===== src/rtl/serial_add_pkg.sv =====
// Shared encodings and helpers for the bit-serial adder.
// Imported by the controller.
package serial_add_pkg;

  localparam logic [1:0] S_IDLE = 2'd0;
  localparam logic [1:0] S_RUN  = 2'd1;
  localparam logic [1:0] S_DONE = 2'd2;

  function automatic int cnt_width(input int width);
    return $clog2(width) + 1;
  endfunction

endpackage


===== src/rtl/fulladder_slice.sv =====
// Combinational full adder made of two half adders.
// Shared by every bit position of the serial adder.
module fulladder_slice (
  input  logic a,
  input  logic b,
  input  logic cin,
  output logic sum,
  output logic cout
);

  logic s0;
  logic c0;
  logic c1;

  halfadder u_ha0 (
    .a     (a),
    .b     (b),
    .sum   (s0),
    .carry (c0)
  );

  halfadder u_ha1 (
    .a     (s0),
    .b     (cin),
    .sum   (sum),
    .carry (c1)
  );

  assign cout = c0 | c1;

endmodule


===== src/rtl/halfadder.sv =====
// Single-bit half adder.
// Building block of the full-adder slice.
module halfadder (
  input  logic a,
  input  logic b,
  output logic sum,
  output logic carry
);

  assign sum   = a ^ b;
  assign carry = a & b;

endmodule


===== src/rtl/serial_add_ctrl.sv =====
// Bit-serial adder controller: one full-adder slice, LSB first,
// valid/ready handshakes on operands and result.
module serial_add_ctrl
  import serial_add_pkg::*;
#(
  parameter int WIDTH = 8
) (
  input  logic             clk,
  input  logic             rst,
  input  logic             in_valid,
  output logic             in_ready,
  input  logic [WIDTH-1:0] a,
  input  logic [WIDTH-1:0] b,
  input  logic             cin,
  output logic             out_valid,
  input  logic             out_ready,
  output logic [WIDTH-1:0] sum,
  output logic             cout
);

  localparam int CNT_W = cnt_width(WIDTH);

  logic [1:0]       state;
  logic [1:0]       state_nx;
  logic [WIDTH-1:0] sh_a;
  logic [WIDTH-1:0] sh_b;
  logic [WIDTH-1:0] sum_sh;
  logic [CNT_W-1:0] cnt;
  logic             carry;
  logic             s;
  logic             c_nx;
  logic             last;

  fulladder_slice u_fa (
    .a    (sh_a[0]),
    .b    (sh_b[0]),
    .cin  (carry),
    .sum  (s),
    .cout (c_nx)
  );

  assign last = (cnt == CNT_W'(WIDTH - 1));

  // New sum bit enters at the MSB so the LSB-first stream lands in place.
  if (WIDTH == 1) begin : g_w1
    assign sum_sh = s;
  end else begin : g_wn
    assign sum_sh = {s, sum[WIDTH-1:1]};
  end

  always_ff @(posedge clk) begin
    if (rst) state <= S_IDLE;
    else     state <= state_nx;
  end

  always_comb begin
    state_nx = state;
    unique case (state)
      S_IDLE:  if (in_valid)  state_nx = S_RUN;
      S_RUN:   if (last)      state_nx = S_DONE;
      S_DONE:  if (out_ready) state_nx = S_IDLE;
      default: state_nx = S_IDLE;
    endcase
  end

  always_comb begin
    in_ready  = (state == S_IDLE);
    out_valid = (state == S_DONE);
  end

  always_ff @(posedge clk) begin
    if (rst) begin
      sum   <= '0;
      cout  <= 1'b0;
      cnt   <= '0;
      carry <= 1'b0;
    end else if (in_ready && in_valid) begin
      sh_a  <= a;
      sh_b  <= b;
      carry <= cin;
      cnt   <= '0;
    end else if (state == S_RUN) begin
      sh_a  <= sh_a >> 1;
      sh_b  <= sh_b >> 1;
      sum   <= sum_sh;
      carry <= c_nx;
      cnt   <= cnt + CNT_W'(1);
      if (last) cout <= c_nx;
    end
  end

endmodule


===== config.mk =====
export PLATFORM = sky130hd
export DESIGN_NAME = serial_add_ctrl
export DESIGN_NICKNAME = d
export VERILOG_FILES = /design/src/rtl/serial_add_pkg.sv /design/src/rtl/fulladder_slice.sv /design/src/rtl/halfadder.sv /design/src/rtl/serial_add_ctrl.sv
export SDC_FILE = /design/constraint.sdc
export NUM_CORES = 1
export LEC_CHECK = 0
export ABC_AREA = 0
export CORE_AREA = 4 4 59 72
export DETAILED_ROUTE_END_ITERATION = 12
export DIE_AREA = 0 0 63 76
export PLACE_DENSITY_LB_ADDON = 0.05
export REMOVE_ABC_BUFFERS = 1
export SYNTH_ARGS = -nofsm -noshare
export SYNTH_HDL_FRONTEND = slang
export SYNTH_SLANG_ARGS = --single-unit

===== constraint.sdc =====
create_clock -name clk -period 3.8 [get_ports clk]
set_input_delay 0.38 -clock clk [delete_from_list [all_inputs] [get_ports clk]]
set_output_delay 0.38 -clock clk [all_outputs]
set_load 0.005 [all_outputs]

==> results of run 1 <==
## state kept, by name, indices dropped and copies added, names as in the netlist
signal  cells
cnt         4
carry       1
cout        1
sh_a        8
sh_b        8
state       2
sum         8
## layout by cell type (no fill, tap or decap), types with 2 or more instances in the layout
| master | n |
|---|---|
| sky130_fd_sc_hd__a21oi_1 | 11 |
| sky130_fd_sc_hd__and2_1 | 2 |
| sky130_fd_sc_hd__buf_4 | 2 |
| sky130_fd_sc_hd__clkbuf_1 | 2 |
| sky130_fd_sc_hd__clkbuf_8 | 5 |
| sky130_fd_sc_hd__clkdlybuf4s50_1 | 31 |
| sky130_fd_sc_hd__dfxtp_1 | 16 |
| sky130_fd_sc_hd__edfxtp_1 | 16 |
| sky130_fd_sc_hd__inv_1 | 3 |
| sky130_fd_sc_hd__mux2_1 | 4 |
| sky130_fd_sc_hd__mux2_2 | 10 |
| sky130_fd_sc_hd__nand2_1 | 16 |
| sky130_fd_sc_hd__nand3b_1 | 2 |
| sky130_fd_sc_hd__nor2_1 | 4 |
| sky130_fd_sc_hd__nor3_1 | 3 |
| sky130_fd_sc_hd__o21ai_0 | 2 |
| sky130_fd_sc_hd__or3_1 | 2 |
## worst min-delay path: cells and delay by family (launching register included)
family	cells	cell delay, ps
compound gates	1	50
flops	1	310
simple gates	1	50
## through the flow
step / worst slack (ps) / hold WS (ps)
6_report: 1877 / 453.3
5_1_grt: 1805 / 490.1
4_1_cts: 1862 / 457.6
3_5_place_dp: 1791 / 448.3
3_3_place_gp: 1806 / 445.7
2_1_floorplan: 1672 / 446.7
## logic make-up (layout without fill, tap and decap cells)
kind of cell,after synthesis,count (layout)
XOR/XNOR,2,2
AO/OA/AOI/OAI,17,17
flip-flops,32,32
buffers and inverters,11,44
AND/OR/NAND/NOR,36,36
multiplexers,15,15
adder cells (fa/ha/maj),2,2
## where the power goes
part / internal (mW) / total [mW] / switching (mW) / leakage (nW)
registers: 0.384 / 0.392 / 0.00882 / 0.282
logic: 0.0469 / 0.0797 / 0.0328 / 0.300
clock network: 0.128 / 0.250 / 0.122 / 0.0422
total: 0.559 / 0.722 / 0.164 / 0.625
## layout make-up
cell class	instances	area share (%)
Clock buffer	7	4.284
Clock inverter	1	0.2809
Inverter	3	0.6320
Multi-Input combinational cell	72	28.86
Sequential cell	32	44.94
Tap cell	39	2.739
Timing Repair Buffer	33	18.26
## metal layers
layer | vias to the layer above | part of all wire [%] | track usage [%]
met4 | 0 | 2.3 | 6.623
met1 | 414 | 42 | 12.38
met5 | - | 0 | 0
li1 | 463 | - | -
met3 | 6 | 6.7 | 4.572
met2 | 28 | 49 | 18.27
## final timing paths
| path | slack (ps) | startpoint | endpoint |
|---|---|---|---|
| setup / recovery | 1880 | state[1]$_SDFFE_PP0P_ | out_valid |
| hold / removal | 450 | sum[0]$_SDFFE_PP0P_ | sum[0]$_SDFFE_PP0P_ |
| setup reg to reg | 2280 | state[1]$_SDFFE_PP0P_ | sh_b[6]$_DFFE_PP_ |
| hold reg to reg | 450 | sum[0]$_SDFFE_PP0P_ | sum[0]$_SDFFE_PP0P_ |
==> impl_metrics.ini, run 1 <==
[setup_path]
worst_path_cell_with_the_longest_stage_delay = sky130_fd_sc_hd__dfxtp_1
worst_ep_required_time_ps = 3420
worstRegToRegCells = 3
critical-path-top-delay-family = flip-flops
path_depth = 2
slowest_delay_ps = 520
worstSetupPathType = reg2out
worst-path-buf-inv = 1
arrival_worst_endpoint_ps = 1540
worst_setup_path_start_kind = flip-flop
endpoint_kind = output pin
critical_path.max_fanout = 9
crit_chain = nor2b_1, clkdlybuf4s50_1

[die]
io_pins = 32
design.core.area_um2 = 3573
rows = 24
initial_utilization_pct = 38.41
design.die.area_um2 = 4788
chipWidth_um = 63
die_height_um = 76

[placement]
dpl.cell_count = 179
port_buffers = 31
globalplace.congestion = 0.6400
dp.final_hpwl_um = 1775
placed_cell_area_um2 = 1700

[global_route]
gr-usage-all-layers_pct = 11.32
grt_pass1_vias = 910
grt_first_pass_wirelength_um = 4140
grt_max_degree = 22
grt-ovfl-total = 0
antenna_violations_before_repair = 0

[yosys]
synth_cell_types = 32
synthCells = 115
synthSimpleGateAreaFrac_pct = 13.67
synthesis.yosys.warnings = 0
synth_top_area_share_pct = 35.00
synth_xor_area_share_pct = 1.276
ys_ff_latch = 32
synth.avg_cell_area_um2 = 11.94
netlist_area_um2 = 1373
yosys-top-cells-count = 16 x sky130_fd_sc_hd__dfxtp_1, 16 x sky130_fd_sc_hd__edfxtp_1, 16 x sky130_fd_sc_hd__nand2_1
multiplexer_share_of_the_synthesized_area_pct = 12.22
biggest_area_contributors_in_the_synthesized_netlist = sky130_fd_sc_hd__edfxtp_1 35%, sky130_fd_sc_hd__dfxtp_1 23%, sky130_fd_sc_hd__mux2_2 8.2%
synth-edff-count = 16
synth_ff_type = sky130_fd_sc_hd__edfxtp_1
synth_fa_ha_area_share_pct = 2.370
async_reset_ff_share_pct = 0
synth-seq-area-share_pct = 58.34
synth-compound-area-share_pct = 7.566
main_combinational_cell_family_by_area_after_synthesis = simple AND/OR/NAND/NOR gates
synth_top_area_cell = sky130_fd_sc_hd__edfxtp_1

[drt]
routed-via-count = 911
final_antenna_net_count = 0
detailed_router_iteration_count_before_antenna_repair = 3
wire_per_inst_um = 13.42
total_drc_errors_in_the_routed_layout = 0
aggregate_routed_wire_length_um = 2510
via_density_per_instance = 4.872
dr.first_iter.drc_count = 16

[pwr]
powerDensity_nw_per_um2 = 405.5
vdd_ir_drop_max_mv = 0.2327
power.total_mw = 0.7225
leakage_nw = 0.6246

[status]
outcome = complete, no violations

[finish]
finalInstanceArea_um2 = 1782
number_of_fill_cells_in_the_layout = 343
drive_above_1_share_pct = 14.86
antenna_diode_instance_count = 0
nNetsFinal = 170
register_area_um2 = 800.8
utilization_pct = 49.86
final_standard_cell_count_with_taps_included_and_fillers_excluded = 187
area_growth_syn_to_layout_pct = 29.81
multi_input_comb_area_um2 = 514.2

[sta]
period_needed_ps = 1923
achievable-frequency_ghz = 0.5199
finalSetupViolations = 0
timing.final.hold_violations = 0
fin_crit_sh_pct = 50.61
tightest_slew_ps = 657.8
timing.clock.skew_ps = 12.13
rsz0062_at_grt = false
max_slew_margin_pct = 56.01
tns_ps = 0
maxSlewViolCount = 0

[cts]
postCtsResizedCells = 0
cts-root-buf = sky130_fd_sc_hd__clkbuf_8
clk_path_buf_depth = 2
cts_buffers = 5
count_of_buffers_added_by_post_cts_timing_repair_for_setup = 0
tritoncts = yes
clkLatencyLatePin_ps = 290
htree_num_levels = 2
hold_buffers_post_cts = 0
clkSinkCount = 32
clkSlewWorstSetupHoldPaths_ps = 60

[run]
max-cap-violations = 0

[hold_path]
worstHoldPathCells = 2
hold_class = reg2reg
Power figures use the tool's default switching activity.
==> run 2, diff against run 1 <==
==> constraint.sdc (replaced) <==
create_clock -name clk -period 1.6 [get_ports clk]
set_input_delay 0.16 -clock clk [delete_from_list [all_inputs] [get_ports clk]]
set_output_delay 0.16 -clock clk [all_outputs]
set_load 0.005 [all_outputs]
==> run 2 against run 1 <==
Net effect:
- via count grew 2.9%
- non-clock buffer count grew 4
- routed wire length shrank 1.2%
- flip-flop and latch count is the same
- sequential share of layout area shrank 1.4 points
- final area grew 3.7%
- clock-buffer cell count grew 1
- clock power grew to 2.5 times the previous value
- utilization grew 1.8 points
- final cell count grew 2.1%
- critical path type unchanged
- largest cell class unchanged
==> impl_metrics.ini, run 2 (synthesis results as in run 1) <==
[status]
outcome = complete, no violations

[drt]
wire_per_inst_um = 12.98
aggregate_routed_wire_length_um = 2479
detailed_router_iteration_count_before_antenna_repair = 2
final_antenna_net_count = 0
uppermost_metal_layer_occupied_by_signal_nets = met4
via_density_per_instance = 4.906
detailroute.wirelength.met3_um = 162
routed-via-count = 937
wirelength_met1_um = 993
dr.first_iter.drc_count = 23
total_drc_errors_in_the_routed_layout = 0
met2_wirelength_um = 1259

[pwr]
vdd_ir_drop_max_mv = 0.5460
netSwitchingPower_mw = 0.3827
comb_power_share_pct = 12.1
power.total_mw = 1.775
power_report.internal_total_mw = 1.392
swShare_pct = 21.57
clkPwrFrac_pct = 35.6
leakage_nw = 0.6615
pwr-share-seq_pct = 52.4
powerDensity_nw_per_um2 = 961.0

[global_route]
grt_max_degree = 18
grt-ovfl-total = 0
grt_pass1_vias = 992
gr-usage-all-layers_pct = 11.46
antenna_violations_before_repair = 0
grt_first_pass_wirelength_um = 4222

[setup_path]
arrival_worst_endpoint_ps = 1370
worst_setup_path_startpoint = state[0]$_SDFFE_PP0P_
critical_path.max_fanout = 5
worst_setup_path_start_kind = flip-flop
critical-path-top-delay-family = buffers and inverters
crit_chain = buf_4, nor2_1, clkdlybuf4s50_1
worstSetupPathType = reg2out
worst_path_cell_with_the_longest_stage_delay = sky130_fd_sc_hd__clkdlybuf4s50_1
worst_ep_required_time_ps = 1440
worstReg2RegStart = state[1]$_SDFFE_PP0P_
worst-path-buf-inv = 2
endpoint_kind = output pin
slowest_delay_ps = 500

[hold_path]
hold_class = reg2reg
hold_path.startpoint = sum[0]$_SDFFE_PP0P_

[placement]
globalplace.congestion = 0.6598
dp.final_hpwl_um = 1845
dpl.cell_count = 183
port_buffers = 31

[die]
chipWidth_um = 63
design.die.area_um2 = 4788
io_pins = 32
design.core.area_um2 = 3573
rows = 24
die_height_um = 76
initial_utilization_pct = 38.41

[finish]
most_common_cell_after_layout_fill_and_taps_aside = sky130_fd_sc_hd__clkdlybuf4s50_1
final_standard_cell_count_with_taps_included_and_fillers_excluded = 191
utilization_pct = 51.68
area_growth_syn_to_layout_pct = 34.55
antenna_diode_instance_count = 0
nNetsFinal = 174
reg.largest.list = sh_a x8, sh_b x8, sum x8
number_of_fill_cells_in_the_layout = 335
drive_above_1_share_pct = 18.42
multi_input_comb_area_um2 = 514.2
register_area_um2 = 803.3
leading_cell_types_in_the_layout_fill_and_taps_excluded = 30 x sky130_fd_sc_hd__clkdlybuf4s50_1, 16 x sky130_fd_sc_hd__nand2_1, 16 x sky130_fd_sc_hd__edfxtp_1

[run]
max-cap-violations = 0

[sta]
rsz0062_at_grt = false
hold_slack_ps = 456.9
max_slew_margin_pct = 81.78
tightest_slew_ps = 273.3
achievable-frequency_ghz = 0.6554
maxSlewViolCount = 0
period_needed_ps = 1526
fin_crit_sh_pct = 95.36
timing.final.hold_violations = 0
finalSetupViolations = 0
timing.clock.skew_ps = 1.536

[cts]
clk_path_buf_depth = 2
cts_buffers = 5
clkSlewWorstSetupHoldPaths_ps = 60
clkSinkCount = 32
tritoncts = yes
hold_buffers_post_cts = 0
postCtsResizedCells = 3
count_of_buffers_added_by_post_cts_timing_repair_for_setup = 0
clkLatencyLatePin_ps = 280
htree_num_levels = 2
cts-root-buf = sky130_fd_sc_hd__clkbuf_8
==> run 2: cell types whose count changed in the layout (fill, tap and decap cells not counted), sizes merged <==
cell,change
clkinv,-1
clkbuf,+1
dlygate4sd2,+1
clkdlybuf4s50,-1
buf,+4
==> run 2: cell type report <==
cell class	instances	area share [%]
flip-flops and latches	32	43.50
inverters	3	0.6098
clock buffers	8	4.878
multi-input cells	72	27.85
well taps	39	2.642
repair buffers	37	20.53
==> run 2: metrics by stage <==
step / worst slack (ps) / instance area [um^2] / TNS (ps)
2_1_floorplan: -527.6 / 1321 / -12540
3_3_place_gp: -62.27 / 1755 / -820.8
3_5_place_dp: -93.16 / 1755 / -1219
4_1_cts: 54.65 / 1847 / 0
5_1_grt: 13.76 / 1847 / 0
6_report: 74.24 / 1847 / 0
==> run 2: power by group through the flow <==
stage / registers, mW / clock network [mW] / logic (mW)
6_report: 0.929 / 0.631 / 0.214
5_1_grt: 0.934 / 0.697 / 0.238
4_1_cts: 0.931 / 0.660 / 0.219
3_5_place_dp: 0.948 / 0 / 0.219
3_3_place_gp: 0.946 / 0 / 0.214
2_1_floorplan: 0.945 / 0 / 0.0992
==> run 2: path summary, 6_finish.rpt <==
path                          to  slack [ps]  cells past startpoint
max                     in_ready          70                      3
min          sum[0]$_SDFFE_PP0P_         460                      2
max reg2reg    sh_b[6]$_DFFE_PP_         190                      3
min reg2reg  sum[0]$_SDFFE_PP0P_         460                      2
==> run 2: routing by layer <==
layer	GRT usage [%]	up-vias
met5	0	-
met4	7.285	0
met3	5.015	8
met2	19.96	28
met1	10.75	430
li1	-	471
==> run 2: worst reg2reg max path: cells and delay by family (launching register included) <==
| family | cells | cell delay, ps |
|---|---|---|
| flip-flops | 1 | 370 |
| multiplexers | 1 | 340 |
| AND/OR/NAND/NOR | 1 | 270 |
| buffers and inverters | 1 | 190 |
